<file path="config.mk">
export PLATFORM = sky130hd
export DESIGN_NAME = bomb_projectile
export DESIGN_NICKNAME = d
export VERILOG_FILES = /design/src/rtl/bomb_projectile.sv
export SDC_FILE = /design/constraint.sdc
export NUM_CORES = 2
export LEC_CHECK = 0
export ABC_AREA = 1
export BUFFER_PORTS_ARGS = -buffer_cell sky130_fd_sc_hd__buf_2
export CAP_MARGIN = 40
export CORE_AREA = 2 2 417 419
export CTS_CLUSTER_SIZE = 30
export DETAILED_ROUTE_END_ITERATION = 10
export DIE_AREA = 0 0 419 421
export PLACE_DENSITY = 0.55
export SLEW_MARGIN = 25
export SYNTH_ARGS = -nofsm -noshare
export SYNTH_HDL_FRONTEND = slang
export SYNTH_SLANG_ARGS = --single-unit
</file>
<file path="constraint.sdc">
create_clock -name clk -period 16.7 [get_ports clk]
set_input_delay 0.835 -clock clk [delete_from_list [all_inputs] [get_ports clk]]
set_output_delay 0.835 -clock clk [all_outputs]
set_load 0.005 [all_outputs]
</file>
<file path="src/rtl/bomb_projectile.sv">
// bomb_projectile: ballistic bomb stage.
//   Takes the player's aim (launch edge, angle, power, launch position), flies
//   a bomb under gravity across the terrain height map, detonates on ground
//   contact or fuse expiry, carves a crater into a registered copy of the
//   terrain and then holds the blast sprite for a fixed number of frames.
//
// Ports:
//   clk, reset         system clock, synchronous active-high reset
//   frame_tick         one-clk pulse per video frame
//   launch             launch request level (rising edge acts, IDLE only)
//   launchX, launchY   launch position in px
//   angle, power       aim: angle 0..8 (9..15 act as 8), power 0..7
//   terrain_data       64 columns x 8-bit height codes, surface Y = 2*h
//   X, Y, S            bomb position and sprite radius (S=0: not drawn)
//   exploded           high while the blast sprite is shown
//   terrain_out        terrain copy with the crater carved in
//   terrain_valid      one-clk pulse when terrain_out holds a new crater
//
// state  | meaning
// IDLE   | no bomb, waiting for a launch edge
// FLIGHT | bomb moving, one physics step per frame_tick
// CARVE  | one crater column per clk, then terrain_valid pulse
// BLAST  | exploded sprite, counts frame_ticks before returning to IDLE
module bomb_projectile #(
  parameter int V_MAX        = 7,
  parameter int GRAV_TICKS   = 6,
  parameter int FUSE_FRAMES  = 180,
  parameter int BOMB_SIZE    = 2,
  parameter int BLAST_RADIUS = 12,
  parameter int BLAST_COLS   = 2,
  parameter int BLAST_DEPTH  = 8,
  parameter int BLAST_FRAMES = 30
) (
  input  logic         clk,
  input  logic         reset,
  input  logic         frame_tick,
  input  logic         launch,
  input  logic [9:0]   launchX,
  input  logic [9:0]   launchY,
  input  logic [3:0]   angle,
  input  logic [2:0]   power,
  input  logic [511:0] terrain_data,
  output logic [9:0]   X,
  output logic [9:0]   Y,
  output logic [9:0]   S,
  output logic         exploded,
  output logic [511:0] terrain_out,
  output logic         terrain_valid
);

  localparam logic [1:0] ST_IDLE   = 2'd0;
  localparam logic [1:0] ST_FLIGHT = 2'd1;
  localparam logic [1:0] ST_CARVE  = 2'd2;
  localparam logic [1:0] ST_BLAST  = 2'd3;

  localparam logic signed [9:0] VMAX_S     = 10'(V_MAX);
  localparam logic [15:0]       GRAV_LAST  = 16'(GRAV_TICKS - 1);
  localparam logic [15:0]       FUSE_LAST  = 16'(FUSE_FRAMES - 1);
  localparam logic [15:0]       BLAST_LAST = 16'(BLAST_FRAMES - 1);
  localparam logic [9:0]        S_BOMB     = 10'(BOMB_SIZE);
  localparam logic [9:0]        S_BLAST    = 10'(BLAST_RADIUS);
  localparam logic [8:0]        DEPTH      = 9'(BLAST_DEPTH);
  localparam logic [7:0]        BCOLS      = 8'(BLAST_COLS);

  logic [1:0]         state;
  logic [9:0]         x_q, y_q, s_q;
  logic signed [9:0]  vx, vy;
  logic [15:0]        grav_cnt, fuse_cnt, blast_cnt;
  logic               launch_q;
  logic               exploded_q, terrain_valid_q;
  logic [511:0]       terrain_q;
  logic [5:0]         carve_col, carve_last;
  logic               carve_done;

  assign X             = x_q;
  assign Y             = y_q;
  assign S             = s_q;
  assign exploded      = exploded_q;
  assign terrain_out   = terrain_q;
  assign terrain_valid = terrain_valid_q;

  // x*205>>11 equals x/10 for the whole visible range 0..639
  function automatic logic [5:0] col_of(input logic [9:0] xp);
    return 6'(({8'd0, xp} * 18'd205) >> 11);
  endfunction

  function automatic logic signed [9:0] clamp_v(input logic signed [9:0] v);
    if (v > VMAX_S)
      return VMAX_S;
    else if (v < -VMAX_S)
      return -VMAX_S;
    return v;
  endfunction

  // launch velocity from the aim table
  logic [3:0]        angle_c;
  logic signed [4:0] dx_sel, dy_sel;
  logic signed [9:0] dx_w, dy_w, pwr_w, prod_x, prod_y;
  logic signed [9:0] vx_launch, vy_launch;

  always_comb begin
    angle_c = (angle > 4'd8) ? 4'd8 : angle;
    dx_sel  = 5'sd0;
    dy_sel  = 5'sd0;
    case (angle_c)
      4'd0:    begin dx_sel = -5'sd4; dy_sel = 5'sd0; end
      4'd1:    begin dx_sel = -5'sd4; dy_sel = 5'sd2; end
      4'd2:    begin dx_sel = -5'sd3; dy_sel = 5'sd3; end
      4'd3:    begin dx_sel = -5'sd2; dy_sel = 5'sd4; end
      4'd4:    begin dx_sel =  5'sd0; dy_sel = 5'sd4; end
      4'd5:    begin dx_sel =  5'sd2; dy_sel = 5'sd4; end
      4'd6:    begin dx_sel =  5'sd3; dy_sel = 5'sd3; end
      4'd7:    begin dx_sel =  5'sd4; dy_sel = 5'sd2; end
      default: begin dx_sel =  5'sd4; dy_sel = 5'sd0; end
    endcase
    dx_w      = {{5{dx_sel[4]}}, dx_sel};
    dy_w      = {{5{dy_sel[4]}}, dy_sel};
    pwr_w     = $signed({7'd0, power} + 10'd1);
    prod_x    = dx_w * pwr_w;
    prod_y    = dy_w * pwr_w;
    vx_launch = clamp_v(prod_x >>> 2);
    vy_launch = clamp_v(-(prod_y >>> 2));
  end

  // one physics step, evaluated with the velocity held before the tick
  logic signed [10:0] nx, ny;
  logic               nx_out, ny_neg, grav_wrap, hit, fuse_out;
  logic signed [9:0]  vy_grav;
  logic [5:0]         nx_col;
  logic [7:0]         h_at;
  logic [7:0]         c_ext, c_hi_sum;
  logic [5:0]         c_lo, c_hi;

  always_comb begin
    nx        = $signed({1'b0, x_q}) + $signed({vx[9], vx});
    ny        = $signed({1'b0, y_q}) + $signed({vy[9], vy});
    nx_out    = nx[10] || (nx > 11'sd639);
    ny_neg    = ny[10];
    grav_wrap = (grav_cnt == GRAV_LAST);
    vy_grav   = clamp_v(grav_wrap ? (vy + 10'sd1) : vy);
    nx_col    = col_of(nx[9:0]);
    h_at      = terrain_data[{nx_col, 3'b000} +: 8];
    hit       = (ny[9:0] >= {1'b0, h_at, 1'b0});
    fuse_out  = (fuse_cnt >= FUSE_LAST);
    c_ext     = {2'b00, nx_col};
    c_hi_sum  = c_ext + BCOLS;
    c_lo      = (c_ext >= BCOLS) ? 6'(c_ext - BCOLS) : 6'd0;
    c_hi      = (c_hi_sum > 8'd63) ? 6'd63 : c_hi_sum[5:0];
  end

  // saturating crater depth for the column being carved
  logic [7:0] h_old, h_new;
  logic [8:0] h_sum;

  always_comb begin
    h_old = terrain_q[{carve_col, 3'b000} +: 8];
    h_sum = {1'b0, h_old} + DEPTH;
    h_new = (h_sum > 9'd239) ? 8'd239 : h_sum[7:0];
  end

  always_ff @(posedge clk) begin
    if (reset) begin
      state           <= ST_IDLE;
      x_q             <= '0;
      y_q             <= '0;
      s_q             <= '0;
      vx              <= '0;
      vy              <= '0;
      grav_cnt        <= '0;
      fuse_cnt        <= '0;
      blast_cnt       <= '0;
      launch_q        <= 1'b0;
      exploded_q      <= 1'b0;
      terrain_valid_q <= 1'b0;
      terrain_q       <= '0;
      carve_col       <= '0;
      carve_last      <= '0;
      carve_done      <= 1'b0;
    end else begin
      launch_q        <= launch;
      terrain_valid_q <= 1'b0;
      case (state)
        ST_IDLE: begin
          s_q <= '0;
          if (launch && !launch_q) begin
            state    <= ST_FLIGHT;
            x_q      <= launchX;
            y_q      <= launchY;
            vx       <= vx_launch;
            vy       <= vy_launch;
            grav_cnt <= '0;
            fuse_cnt <= '0;
            s_q      <= S_BOMB;
          end
        end
        ST_FLIGHT: begin
          if (frame_tick) begin
            if (nx_out) begin
              state <= ST_IDLE;
              s_q   <= '0;
            end else begin
              grav_cnt <= grav_wrap ? 16'd0 : 16'(grav_cnt + 16'd1);
              vy       <= vy_grav;
              x_q      <= nx[9:0];
              if (ny_neg) begin
                y_q      <= '0;
                vy       <= '0;
                fuse_cnt <= 16'(fuse_cnt + 16'd1);
              end else begin
                y_q <= ny[9:0];
                if (hit || fuse_out) begin
                  // the copy is taken on the entry edge so columns can start next clk
                  state      <= ST_CARVE;
                  terrain_q  <= terrain_data;
                  carve_col  <= c_lo;
                  carve_last <= c_hi;
                  carve_done <= 1'b0;
                end else begin
                  fuse_cnt <= 16'(fuse_cnt + 16'd1);
                end
              end
            end
          end
        end
        ST_CARVE: begin
          if (!carve_done) begin
            terrain_q[{carve_col, 3'b000} +: 8] <= h_new;
            if (carve_col == carve_last)
              carve_done <= 1'b1;
            else
              carve_col <= carve_col + 6'd1;
          end else begin
            terrain_valid_q <= 1'b1;
            state           <= ST_BLAST;
            exploded_q      <= 1'b1;
            s_q             <= S_BLAST;
            blast_cnt       <= '0;
          end
        end
        default: begin
          if (frame_tick) begin
            if (blast_cnt == BLAST_LAST) begin
              state      <= ST_IDLE;
              exploded_q <= 1'b0;
              s_q        <= '0;
            end else begin
              blast_cnt <= 16'(blast_cnt + 16'd1);
            end
          end
        end
      endcase
    end
  end

endmodule

</file>
After elaboration in Yosys (flattened, before gate mapping)
Memories as Yosys holds them, arrays and structs flattened.
Cells that the tools add are included.
- register bits: 628
- ROM bits: 64
- output and inout bits: 544
- logic and storage cells: 187
- memories kept: 1
- memory list (memory ; depth ; bits a word ; read ports ; clocked after Yosys merged registers in ; write ports ; line ; source):
    (no name shown) ; 8 ; 8 ; 1 ; 0 ; 0 ; 105 ; case (angle_c)
- add/subtract/negate cells: 13
- $mul: 3
- $lt $le $gt $ge: 13
- eq/ne operators: 18
- shifts and indexed selects: 4
- mux-type cells: 91
- bitwise operators: 4
- reduce and logical (&&, ||, !) cells: 24
- operator list (kind ; count):
    $mux W512 ; 5
    $pmux W512 S2 ; 1
    $shiftx A512 B10 Y8 ; 2
    $bwmux W512 ; 1
    $shift A8 B11 Y512 const A ; 1
    $shiftx A8 B11 Y512 ; 1
    $mux W10 ; 27
    $mux W16 ; 11
    $pmux W16 S2 ; 3
    $pmux W10 S2 ; 3
    $add A16 B1 Y16 const B ; 3
    $mux W6 ; 8
    $pmux W10 S3 ; 1
    $add A11 B10 Y11 ; 2
    $gt A10 B4 Y1 const B ; 2
    $lt A10 B4 Y1 const B ; 2
    $mul A5 B5 Y10 ; 2
    $reduce_and A5 Y1 ; 4
    $mux W2 ; 9
    $ne A2 B2 Y1 const B ; 9
    $mul A10 B8 Y17 const B ; 1
    $eq A16 B3 Y1 const B ; 1
    $eq A16 B5 Y1 const B ; 1
    $ge A16 B8 Y1 const B ; 1
    other kinds (40) ; 69

Logic depth before layout (Yosys ltp)
An unclocked memory read counts as a cell.
- depth after elaboration: 12
- depth in mapped cells: 59

Worst setup path before layout
OpenSTA, ideal clock, no wires.
- path type: reg2reg
- start: register x_q[0], in the netlist X[0]
- end: register terrain_q[356], in the netlist terrain_out[356]
- setup time: 0.116 ns
- arrival time: 7.771 ns
- setup slack: 8.813 ns
- stages on the path, launching flop included: 58
- cells stage by stage: dfxtp_1 ha_1 inv_1 fa_1 inv_1 nand3_1 nand2_1 a21oi_1 nor2_1 nor2_1 xor2_1 inv_1 ha_1 inv_1 fa_1 inv_1 fa_1 inv_1 (+22 left out) a21oi_1 nor2_1 o21ai_0 nand2_1 nand2_1 nand2_1 nand2_1 nand3_1 nand2_1 nand2_1 nand2_1 nor2_4 buf_4 nand2_1 buf_2 nand2_1 o211ai_1 inv_1
- cells in the longest elaborated chain, start to end: 7
- elaborated cells between the ends (all ways): 10
- ends and longest elaborated chain (element ; line ; source):
    from (decl) ; 66 ; logic [9:0] x_q, y_q, s_q;
    from (signal assigned) ; 187 ; x_q <= launchX;
    from (signal assigned) ; 204 ; x_q <= nx[9:0];
    $add A11 B10 Y11 (*) ; 135 ; nx = $signed({1'b0, x_q}) + $signed({vx[9], vx});
    $mul A10 B8 Y17 ; 84 ; return 6'(({8'd0, xp} * 18'd205) >> 11);
    $shiftx A512 B10 Y8 ; 142 ; h_at = terrain_data[{nx_col, 3'b000} +: 8];
    $ge A10 B9 Y1 ; 143 ; hit = (ny[9:0] >= {1'b0, h_at, 1'b0});
    $logic_or A1 B1 Y1 ; 211 ; if (hit || fuse_out) begin
    $ne A2 B2 Y1 (no line) ; - ;
    $reduce_and A6 Y1 (no line) (*) ; - ;
    to (signal assigned) ; 214 ; terrain_q <= terrain_data;
    to (signal, indexed assignment) ; 227 ; terrain_q[{carve_col, 3'b000} +: 8] <= h_new;
    to (decl) ; 71 ; logic [511:0] terrain_q;
Every way passes the cells marked *; elsewhere a longest branch is shown, timed or not.
A chain may end at the register's enable or synchronous reset.

Worst setup path in the final report
- start: register x_q[2], in the netlist X[2]
- end: register terrain_q[493], in the netlist terrain_out[493]
Same word-level chain as after synthesis.

==> results.cfg <==
[synth]
synth_area_mm2 = 0.0483
yosys-top-cells-count = 2217 x nand2_1, 1363 x inv_1, 1293 x nand3_1
async_flop_share_pct = 0
syn_avg_cell_area_um2 = 5.90
ys_warn_count = 0
synthCells = 8189
synth_cell_types = 61
yosysMostFrequentCell = nand2_1
ys.flop_type = dfxtp_1
synth-seq-cells = 618
synth_top_area_share_pct = 25.6
synth_area_leaders = dfxtp_1 26%, nand2_1 17%, nand3_1 13%
synth_top_area_cell = dfxtp_1
ys_seq_area_share_pct = 25.6
synth_edf_count = 0

[timing]
fin_worst_skew_ps = 66.2
fin_crit_ps = 11770
rsz0062_at_grt = false
final_hold_viol_count = 0
tightest_slew_ps = 1260
relSlewSlack_pct = 16.1
max_clock_freq_mhz = 85.0
setup_viol = 0
period_share_pct = 70.5
tns_ps = 0
slew_viol_final = 0

[global_route]
track_usage_pct = 39.5
grt_pass1_wl_mm = 484
grt_max_degree = 177
grt_remaining_overflow = 0
grt_pass1_vias = 57300
antenna_found_initial = 126

[outcome]
outcome = finished clean

[clock_tree]
clock-sinks = 618
htree_levels = 3
cts_resized = 0
root_buffer = clkbuf_16
clock_latency_ps = 770
cts_setup_buffers = 0
clock_path_buffers = 3
numCtsBuffers = 88
postCtsHoldBufs = 0
cts_tree = yes
path_clk_slew_ps = 60

[worst_hold_path]
min_path_type = primary input to register
hold_depth = 3
holdPathEnd = Y[2]
worstHoldStart = launchY[2]

[drt]
vias = 64600
drt_first_pass_iters = 9
drc = 0
drt_wl_total_mm = 367
ant_nets = 0
vias_per_cell = 5.62
drt_iter0_drc = 9834
wl_per_cell_um = 32.0

[final_layout]
final_nets = 9726
syn2layout_area_growth_pct = 22.6
nFillCells = 19500
drive_gt1_share_pct = 17.5
multiInputGateArea_mm2 = 0.0288
regArea_mm2 = 0.0124

[critical_path]
regToRegStartpoint = X[2]
cp.required_ps = 17350
slowest_delay_ps = 600
rr_worst_depth = 53
cp-end-kind = register
startpoint_type = register
timing.rr.end = terrain_out[493]
cp_data_arrival_time_ps = 12420
reg2reg_slack_ps = 4930
worstPathMaxFanout = 93
crit_path_frequent_cell = nand2_1
crit_type = register to register
cpMaxStageDelayCell = inv_4

[place]
gp_congestion = 1.06
portBuffers = 1079
hpwl_mm = 287

[flow_run]
cap_viol_max_count = 0

[floorplan]
initial_core_util_pct = 28.0
core.rowCount = 153
die-area_mm2 = 0.176
core_mm2 = 0.172
die_w_um = 419
pin_count = 1087
fp.dieH_um = 421
-- registers in the layout (all words and copies together) (netlist names), 6 cells and up --
name / cells
Y: 10
carve_last: 6
blast_cnt: 16
X: 10
terrain_out: 512
vy: 10
grav_cnt: 16
fuse_cnt: 16
vx: 8
carve_col: 6
-- cells by family after synthesis --
kind of cell    synth area share, %
compound gates                 14.8
fa+ha+maj                      4.51
other cells                 0.00777
xor+xnor                       1.12
simple gates                   38.8
flops                          25.6
mux                          0.0207
buf+inv                        15.1
-- layer usage --
layer  up-vias  share of wire (%)  GRT usage, %
li1      28100                  -             -
met1     30500                 37          47.4
met2      4753                 42          57.9
met3      1242                 11          10.9
met4        20                 10          34.3
met5         -              0.038             0
-- cell usage in the layout (no fill, tap or decap), types with 57 or more instances in the layout --
cell,n
ha_1,126
a21oi_1,602
clkbuf_16,88
inv_1,1358
o21ai_1,60
diode_2,79
o211ai_1,99
dfxtp_1,615
nor2_1,350
nand2_1,2213
nand2_2,57
nand4_1,77
nor3_1,81
nand3_1,1293
buf_4,92
o21ai_0,255
a22oi_1,110
buf_2,1086
nor3_2,63
-- worst max path at each step --
stage                     depth (start not counted)                to  slack (ps)  startpoint
final                                            53  terrain_out[493]        4930        X[2]
after global routing                             53  terrain_out[357]        4410        X[2]
after CTS                                        53  terrain_out[323]        5290        X[2]
after detailed placement                         53  terrain_out[323]        5310        X[2]
after global placement                           52  terrain_out[102]        5000        X[2]
after floorplan                                  57  terrain_out[356]        8810        X[0]
-- critical path, delay by kind of cell (launching register included) --
family / cells / cell delay (ps)
AO/OA/AOI/OAI: 8 / 1310
XOR/XNOR: 1 / 510
adder cells (fa/ha/maj): 7 / 2770
buffers and inverters: 13 / 3160
flip-flops: 1 / 330
AND/OR/NAND/NOR: 24 / 3110
-- stage by stage --
step	std cells	instance area [um2]	utilization [%]	hold slack (ps)	setup WS, ps
2_1_floorplan	8195	48300	-	443	8810
3_3_place_gp	11200	55400	32.1	451	5000
3_5_place_dp	11200	55800	32.4	468	5310
4_1_cts	11400	58800	34.1	345	5290
5_1_grt	11500	59100	34.3	373	4410
6_report	11500	59200	34.3	376	4930
-- cell type report --
class | count | area share [%]
Sequential cell | 618 | 20.9
Tap cell | 2325 | 4.91
Antenna cell | 79 | 0.334
Inverter | 1380 | 8.81
Clock inverter | 32 | 0.740
Clock buffer | 124 | 4.22
Multi-Input combinational cell | 5718 | 48.6
Timing Repair Buffer | 1221 | 11.4
Power is left out: the tool's default activity adds up to more than one toggle a clock period on the data nets, which glitch-free logic cannot reach.
